==> src/rtl/alu_exec_ctrl.sv <==
// Execute-stage sequencer in front of alu_32bit: accepts an op, drives the ALU, returns result and flags.
// Define ALU_SLT_EN to enable SLT (second ALU pass through the less path); otherwise op 111 is unsupported.
module alu_exec_ctrl (
  input  logic        clk,
  input  logic        rst,
  input  logic        in_valid,
  output logic        in_ready,
  input  logic [2:0]  in_op,
  input  logic [31:0] in_a,
  input  logic [31:0] in_b,
  output logic [31:0] alu_a,
  output logic [31:0] alu_b,
  output logic        alu_cin,
  output logic        alu_binv,
  output logic [31:0] alu_less,
  output logic        alu_sel1,
  output logic        alu_sel0,
  input  logic [31:0] alu_result,
  input  logic        alu_co,
  output logic        out_valid,
  input  logic        out_ready,
  output logic [31:0] out_result,
  output logic        out_zero,
  output logic        out_ovf,
  output logic        out_err
);

  localparam int unsigned W = 32;

  localparam logic [1:0] IDLE = 2'd0;
  localparam logic [1:0] EXEC = 2'd1;
`ifdef ALU_SLT_EN
  localparam logic [1:0] SLT2 = 2'd2;
`endif
  localparam logic [1:0] HOLD = 2'd3;

  localparam logic [2:0] OP_AND = 3'b000;
  localparam logic [2:0] OP_OR  = 3'b001;
  localparam logic [2:0] OP_ADD = 3'b010;
  localparam logic [2:0] OP_SUB = 3'b110;
  localparam logic [2:0] OP_SLT = 3'b111;

  // ALU control pins {sel1, sel0, binv, cin} for the first pass of an op
  function automatic logic [3:0] op_ctl(input logic [2:0] op);
    logic [3:0] c;
    case (op)
      OP_AND:  c = 4'b0000;
      OP_OR:   c = 4'b0100;
      OP_ADD:  c = 4'b1000;
      OP_SUB:  c = 4'b1011;
`ifdef ALU_SLT_EN
      OP_SLT:  c = 4'b1011;
`endif
      default: c = 4'b0000;
    endcase
    return c;
  endfunction

  function automatic logic op_supported(input logic [2:0] op);
    logic s;
    case (op)
      OP_AND, OP_OR, OP_ADD, OP_SUB: s = 1'b1;
`ifdef ALU_SLT_EN
      OP_SLT:  s = 1'b1;
`endif
      default: s = 1'b0;
    endcase
    return s;
  endfunction

  logic [1:0]   state_q, state_d;
  logic [2:0]   op_q, op_d;
  logic [W-1:0] alu_a_d, alu_b_d;
  logic         alu_cin_d, alu_binv_d, alu_sel1_d, alu_sel0_d;
  logic         out_valid_d, out_zero_d, out_ovf_d, out_err_d;
  logic [W-1:0] out_result_d;
  logic         ovf_add, ovf_sub, exec_ovf, is_slt;
  logic [W-1:0] exec_res;
  logic         unused_alu_co;

  assign unused_alu_co = alu_co;

  // Operand registers double as the ALU a/b pins, so flags can use them directly in EXEC
  assign ovf_add  = (alu_a[W-1] == alu_b[W-1]) & (alu_result[W-1] != alu_a[W-1]);
  assign ovf_sub  = (alu_a[W-1] != alu_b[W-1]) & (alu_result[W-1] != alu_a[W-1]);
  assign exec_res = op_supported(op_q) ? alu_result : '0;
  assign exec_ovf = (op_q == OP_ADD) ? ovf_add : ((op_q == OP_SUB) ? ovf_sub : 1'b0);
  assign in_ready = (state_q == IDLE) & ~rst;

`ifdef ALU_SLT_EN
  logic lt_q, lt_d;
  assign is_slt   = (op_q == OP_SLT);
  // lt is only held during SLT2, so it maps straight onto the less pin
  assign alu_less = {(W-1)'(0), lt_q};
`else
  assign is_slt   = 1'b0;
  assign alu_less = '0;
`endif

  // Next-state and next-output logic
  always_comb begin
    state_d      = state_q;
    op_d         = op_q;
    alu_a_d      = alu_a;
    alu_b_d      = alu_b;
    alu_cin_d    = alu_cin;
    alu_binv_d   = alu_binv;
    alu_sel1_d   = alu_sel1;
    alu_sel0_d   = alu_sel0;
    out_valid_d  = out_valid;
    out_result_d = out_result;
    out_zero_d   = out_zero;
    out_ovf_d    = out_ovf;
    out_err_d    = out_err;
`ifdef ALU_SLT_EN
    lt_d         = lt_q;
`endif
    case (state_q)
      IDLE: begin
        if (in_valid) begin
          state_d = EXEC;
          op_d    = in_op;
          alu_a_d = in_a;
          alu_b_d = in_b;
          {alu_sel1_d, alu_sel0_d, alu_binv_d, alu_cin_d} = op_ctl(in_op);
        end
      end
      EXEC: begin
        if (is_slt) begin
`ifdef ALU_SLT_EN
          state_d = SLT2;
          lt_d    = alu_result[W-1] ^ ovf_sub;
          {alu_sel1_d, alu_sel0_d, alu_binv_d, alu_cin_d} = 4'b1111;
`endif
        end else begin
          state_d      = HOLD;
          out_valid_d  = 1'b1;
          out_result_d = exec_res;
          out_zero_d   = (exec_res == '0);
          out_ovf_d    = exec_ovf;
          out_err_d    = ~op_supported(op_q);
          alu_a_d      = '0;
          alu_b_d      = '0;
          {alu_sel1_d, alu_sel0_d, alu_binv_d, alu_cin_d} = 4'b0000;
        end
      end
`ifdef ALU_SLT_EN
      SLT2: begin
        state_d      = HOLD;
        out_valid_d  = 1'b1;
        out_result_d = alu_result;
        out_zero_d   = (alu_result == '0);
        out_ovf_d    = 1'b0;
        out_err_d    = 1'b0;
        alu_a_d      = '0;
        alu_b_d      = '0;
        lt_d         = 1'b0;
        {alu_sel1_d, alu_sel0_d, alu_binv_d, alu_cin_d} = 4'b0000;
      end
`endif
      HOLD: begin
        if (out_ready) begin
          state_d     = IDLE;
          out_valid_d = 1'b0;
        end
      end
      default: state_d = IDLE;
    endcase
  end

  // State and output registers
  always_ff @(posedge clk or posedge rst) begin
    if (rst) begin
      state_q    <= IDLE;
      op_q       <= '0;
      alu_a      <= '0;
      alu_b      <= '0;
      alu_cin    <= 1'b0;
      alu_binv   <= 1'b0;
      alu_sel1   <= 1'b0;
      alu_sel0   <= 1'b0;
      out_valid  <= 1'b0;
      out_result <= '0;
      out_zero   <= 1'b0;
      out_ovf    <= 1'b0;
      out_err    <= 1'b0;
`ifdef ALU_SLT_EN
      lt_q       <= 1'b0;
`endif
    end else begin
      state_q    <= state_d;
      op_q       <= op_d;
      alu_a      <= alu_a_d;
      alu_b      <= alu_b_d;
      alu_cin    <= alu_cin_d;
      alu_binv   <= alu_binv_d;
      alu_sel1   <= alu_sel1_d;
      alu_sel0   <= alu_sel0_d;
      out_valid  <= out_valid_d;
      out_result <= out_result_d;
      out_zero   <= out_zero_d;
      out_ovf    <= out_ovf_d;
      out_err    <= out_err_d;
`ifdef ALU_SLT_EN
      lt_q       <= lt_d;
`endif
    end
  end

endmodule

==> config.mk <==
export PLATFORM = sky130hd
export DESIGN_NAME = alu_exec_ctrl
export DESIGN_NICKNAME = d
export VERILOG_FILES = /design/src/rtl/alu_exec_ctrl.sv
export SDC_FILE = /design/constraint.sdc
export NUM_CORES = 1
export LEC_CHECK = 0
export CORE_UTILIZATION = 34
export DETAILED_ROUTE_END_ITERATION = 10
export PLACE_DENSITY = 0.83
export SLEW_MARGIN = 10
export SYNTH_ARGS = -nofsm -noshare
export SYNTH_HDL_FRONTEND = slang
export SYNTH_SLANG_ARGS = --single-unit
==> constraint.sdc <==
create_clock -name clk -period 4.2 [get_ports clk]
set_clock_uncertainty 0.05 [all_clocks]
set_input_delay 1.26 -clock clk [delete_from_list [all_inputs] [get_ports clk]]
set_output_delay 1.26 -clock clk [all_outputs]
set_load 0.01 [all_outputs]
After elaboration in Yosys (flattened, before gate mapping)
Cells that the tools add are included.

Bits of input ports: 104. Output and inout bits: 137. Logic and storage cells: 64. Flip-flop bits (word level): 109.

Equal/unequal tests: 13. Reduce and logical (&&, ||, !) cells: 10. Bitwise logic cells: 5. Mux-type cells: 23.

Operators with widths (number): case mux 32 bit (2 select lines) (2); 2-to-1 mux 32 bit (3); logical NOT 32 bit (1); case mux 4 bit (3 select lines) (1); case mux 1 bit (2 select lines) (5); 2-to-1 mux 1 bit (9); AND reduction 2 bit (4); equality test 3 x 1 -> 1 bit (second input constant) (2); equality test 3 x 2 -> 1 bit (second input constant) (2); equality test 3 bit (second input constant) (2); case mux 2 bit (3 select lines) (1); 2-to-1 mux 2 bit (2); inequality test 2 bit (second input constant) (2); nonzero test 2 bit (2); OR reduction 4 bit (1); bitwise AND 1 bit (3); logical NOT 3 bit (1); equality test 2 x 1 -> 1 bit (second input constant) (1); equality test 2 bit (second input constant) (1); logical NOT 2 bit (1); inequality test 1 bit (2); NOT 1 bit (2); equality test 1 bit (1).

Depth between registers and ports, before layout
Depth after elaboration: 5. Depth in mapped cells: 5.

Worst setup path before layout
OpenSTA, ideal clock, no wires.

Path type: input-to-output. Start point: in rst. End point: out in_ready. Path slack: 1.371 ns. Stages: 1. Required time: 2.890 ns. Buffers on the path: 0. Arrival time: 1.519 ns. Cells stage by stage: nor3_1.

Longest elaborated chain between the ends: 2.

Ends and longest elaborated chain: start: declaration (line 5) `input logic rst,`; NOT 1 bit (line 88) `assign in_ready = (state_q == IDLE) & ~rst;`; bitwise AND 1 bit (line 88); end: declaration (line 7) `output logic in_ready,`.

No other way between the ends.

Worst setup path in the final report
Ends and elaborated chain as after synthesis.

==> impl_metrics.toml <==
[sta]
period_needed_ns = 3.74
slew_violations = 0
timing_hold_violations_final = 0
layout_worst_path_cycle_share_pct = 89.0
final.setup.tns_ns = 0
tightest_slew_ns = 0.854
clock.fmax_mhz = 267
timing.slew.headroom_pct = 43.0
setup_repair_after_global_routing_missed_its_margin = "false"
timing.final.setup_violations = 0

[floorplanning]
core_region_area_sq_um = 12000
die_h_um = 113
design.portCount = 241
die_width_um = 113
total_number_of_placement_rows = 40
start_util_pct = 35.0
floorplan.die_area_sq_um = 12800

[synth]
count_of_unique_library_cells_instantiated_by_yosys = 26
synth.largest_area_cell = "sky130_fd_sc_hd__dfrtp_1"
postSynthCellCount = 302
synth_top_cells_by_area = "sky130_fd_sc_hd__dfrtp_1 (64%), sky130_fd_sc_hd__a22o_1 (20%), sky130_fd_sc_hd__buf_4 (5.9%)"
synth_sequential_area_ratio_pct = 64.3
ys_ff_latch = 108
yosysTopAreaCellShare_pct = 64.3
mappedNetlistArea_sq_um = 4200
syn_avg_cell_area_sq_um = 13.9
ys.warnings.count = 0

[worst_setup_path]
cp_top_family = "buffers and inverters"
critPathArrivalTime_ns = 2.43
largest_stage_delay_on_the_critical_path_ns = 0.56
crit_chain = "clkdlybuf4s50_1 -> nor3_1 -> clkdlybuf4s50_1"
largest_fanout_on_the_critical_path = 2
timing.critical_path.slowest_stage_cell = "sky130_fd_sc_hd__clkdlybuf4s50_1"
critical_path.endpoint_type = "primary output"
crit_top_cell = "sky130_fd_sc_hd__clkdlybuf4s50_1"
timing.critical_path.buf_inv = 2
crit_path_start_kind = "primary input"
worst-setup-path-type = "primary input to primary output"
worst_ep_required_time_ns = 2.89

[flow_run]
cap_viol_max_count = 0

[cells_and_area]
post_layout_nonfiller_instances = 656
synthToLayoutAreaGrowth_pct = 56.8
finish.net_count = 608
final_common_cell = "sky130_fd_sc_hd__clkdlybuf4s50_1"
fillerInstances = 1004
mostFrequentLayoutCells = "sky130_fd_sc_hd__clkdlybuf4s50_1 (207), sky130_fd_sc_hd__dfrtp_1 (108), sky130_fd_sc_hd__a22o_1 (97), sky130_fd_sc_hd__conb_1 (32), sky130_fd_sc_hd__clkbuf_16 (9)"
post-route-util_pct = 54.9
layout_cells_sized_above_1_pct = 5.70
antenna-diode-count = 0

[route]
vias_per_cell = 4.90
antenna_left = 0
routedWlPerCell_um = 16.2
via_count = 3216
drtIter0Drc = 171
drcViolationCount = 0
detail_route.first_pass.iterations = 4
routed_wirelength_um = 10600

[clock_tree]
post-cts-setup-buffers = 0
clk_path_buf_depth = 2
tritoncts.num_buffers = 9
cts_hold_repair.buffers = 0
clock_tree_from_tritoncts = "built"
insertion_delay_ns = 0.34
clk_pin_slew_worst_paths_ns = 0.07
clock_tree_root_buffer_cell = "sky130_fd_sc_hd__clkbuf_16"
numClockSinks = 108
post_cts.resized_instances = 0
cts.htree.levels = 3

[power]
worst_ir_drop_vdd_mv = 0.340
lkg_pwr_nw = 2.93
total_power_mw = 4.50
pwr_per_cell_area_nw_per_um2 = 683

[run_status]
status = "finished, final reports clean"

[global_route]
pin_count_of_the_biggest_net_entering_global_routing = 71
antenna_found_initial = 0
groute.usage.overall_pct = 16.7
grt_pass1_wl_um = 16800
grt_use_met3_pct = 4.77
groute.layer.met2.usage_pct = 28.0
gr-max-usage-layer = "met2"
globalRoute.totalOverflow = 0
number_of_global_route_vias_before_repair = 3264
grt_use_met1_pct = 20.9

[placed_design]
dp_cells = 640
buffer_ports.inserted = 207
place.detailed.hpwl_um = 7720
final_wtd_congestion = 0.780

[hold_path]
worstHoldPathType = "flip-flop to flip-flop"
==> kinds of logic (layout without fill, tap and decap cells) <==
family                 after synthesis  after routing  synth area share (%)
flip-flops                         108            108                  64.3
AO/OA/AOI/OAI                      106            106                  22.1
buffers and inverters               59            235                  9.05
AND/OR/NAND/NOR                     22             22                  3.04
XOR/XNOR                             3              3                 0.625
multiplexers                         3              3                 0.804
other                                1             32                0.0892
==> state kept, by name, indices dropped and copies added, names as in the netlist, 2 cells and up <==
register / count
op_q: 3
out_result: 32
alu_a: 32
alu_b: 32
state_q: 2
==> per-stage QoR <==
stage                     setup slack [ns]  instance area, sq um  hold slack [ns]
final                                0.460                  6590            0.447
after global routing                 0.415                  6590            0.471
after CTS                            0.445                  6590            0.449
after detailed placement             0.458                  6300            0.433
after global placement               0.436                  6300            0.414
after floorplan                     0.0444                  4320            0.458
==> cells in the mapped netlist <==
cell type,instances
sky130_fd_sc_hd__xor2_1,1
sky130_fd_sc_hd__mux2_2,3
sky130_fd_sc_hd__nor3_2,1
sky130_fd_sc_hd__nand2b_1,1
sky130_fd_sc_hd__nor2_1,1
sky130_fd_sc_hd__a32o_1,2
sky130_fd_sc_hd__o21bai_1,2
sky130_fd_sc_hd__dfrtp_1,108
sky130_fd_sc_hd__a21oi_1,2
sky130_fd_sc_hd__conb_1,1
sky130_fd_sc_hd__inv_1,5
sky130_fd_sc_hd__buf_4,33
sky130_fd_sc_hd__nor3_1,1
sky130_fd_sc_hd__o21a_1,1
sky130_fd_sc_hd__clkbuf_1,8
sky130_fd_sc_hd__buf_2,10
sky130_fd_sc_hd__nor4b_1,1
sky130_fd_sc_hd__nand4_1,3
sky130_fd_sc_hd__nand2_1,5
sky130_fd_sc_hd__a22o_1,97
sky130_fd_sc_hd__buf_6,3
sky130_fd_sc_hd__xnor2_1,2
sky130_fd_sc_hd__a211oi_4,1
sky130_fd_sc_hd__a21boi_0,1
sky130_fd_sc_hd__nor2b_1,1
sky130_fd_sc_hd__nor4_1,8
==> metal layers <==
layer	wire, um	part of all wire [%]
met1	4430	42
met2	5240	49
met3	802	7.6
met4	142	1.3
met5	0	0
==> final cells by class <==
class	count	area [sq um]	share of cell area, %
Multi-Input combinational cell	166	1250	19.0
Inverter	5	21.3	0.323
Clock inverter	4	33.8	0.513
Timing Repair Buffer	214	2140	32.4
Tap cell	147	184	2.79
Sequential cell	108	2700	41.0
Clock buffer	12	256	3.89
==> final timing paths <==
kind / startpoint / end / slack (ns) / cells past startpoint
worst max-delay path: rst / in_ready / 0.46 / 3
worst min-delay path: alu_sel0 / alu_sel0 / 0.45 / 1
worst max register to register: state_q[1] / out_zero / 2.29 / 6
worst min register to register: alu_sel0 / alu_sel0 / 0.45 / 1
max in group asynchronous: rst / out_result[6] / 1.95 / 3
min in group asynchronous: rst / alu_a[16] / 1.40 / 2
==> where the power goes <==
group / switching, mW / total (mW) / internal [mW] / leakage [nW]
Sequential: 0.271 / 1.72 / 1.45 / 1.42
Combinational: 0.841 / 1.98 / 1.14 / 1.37
Clock: 0.362 / 0.800 / 0.438 / 0.139
(Power assumes the default switching activity.)
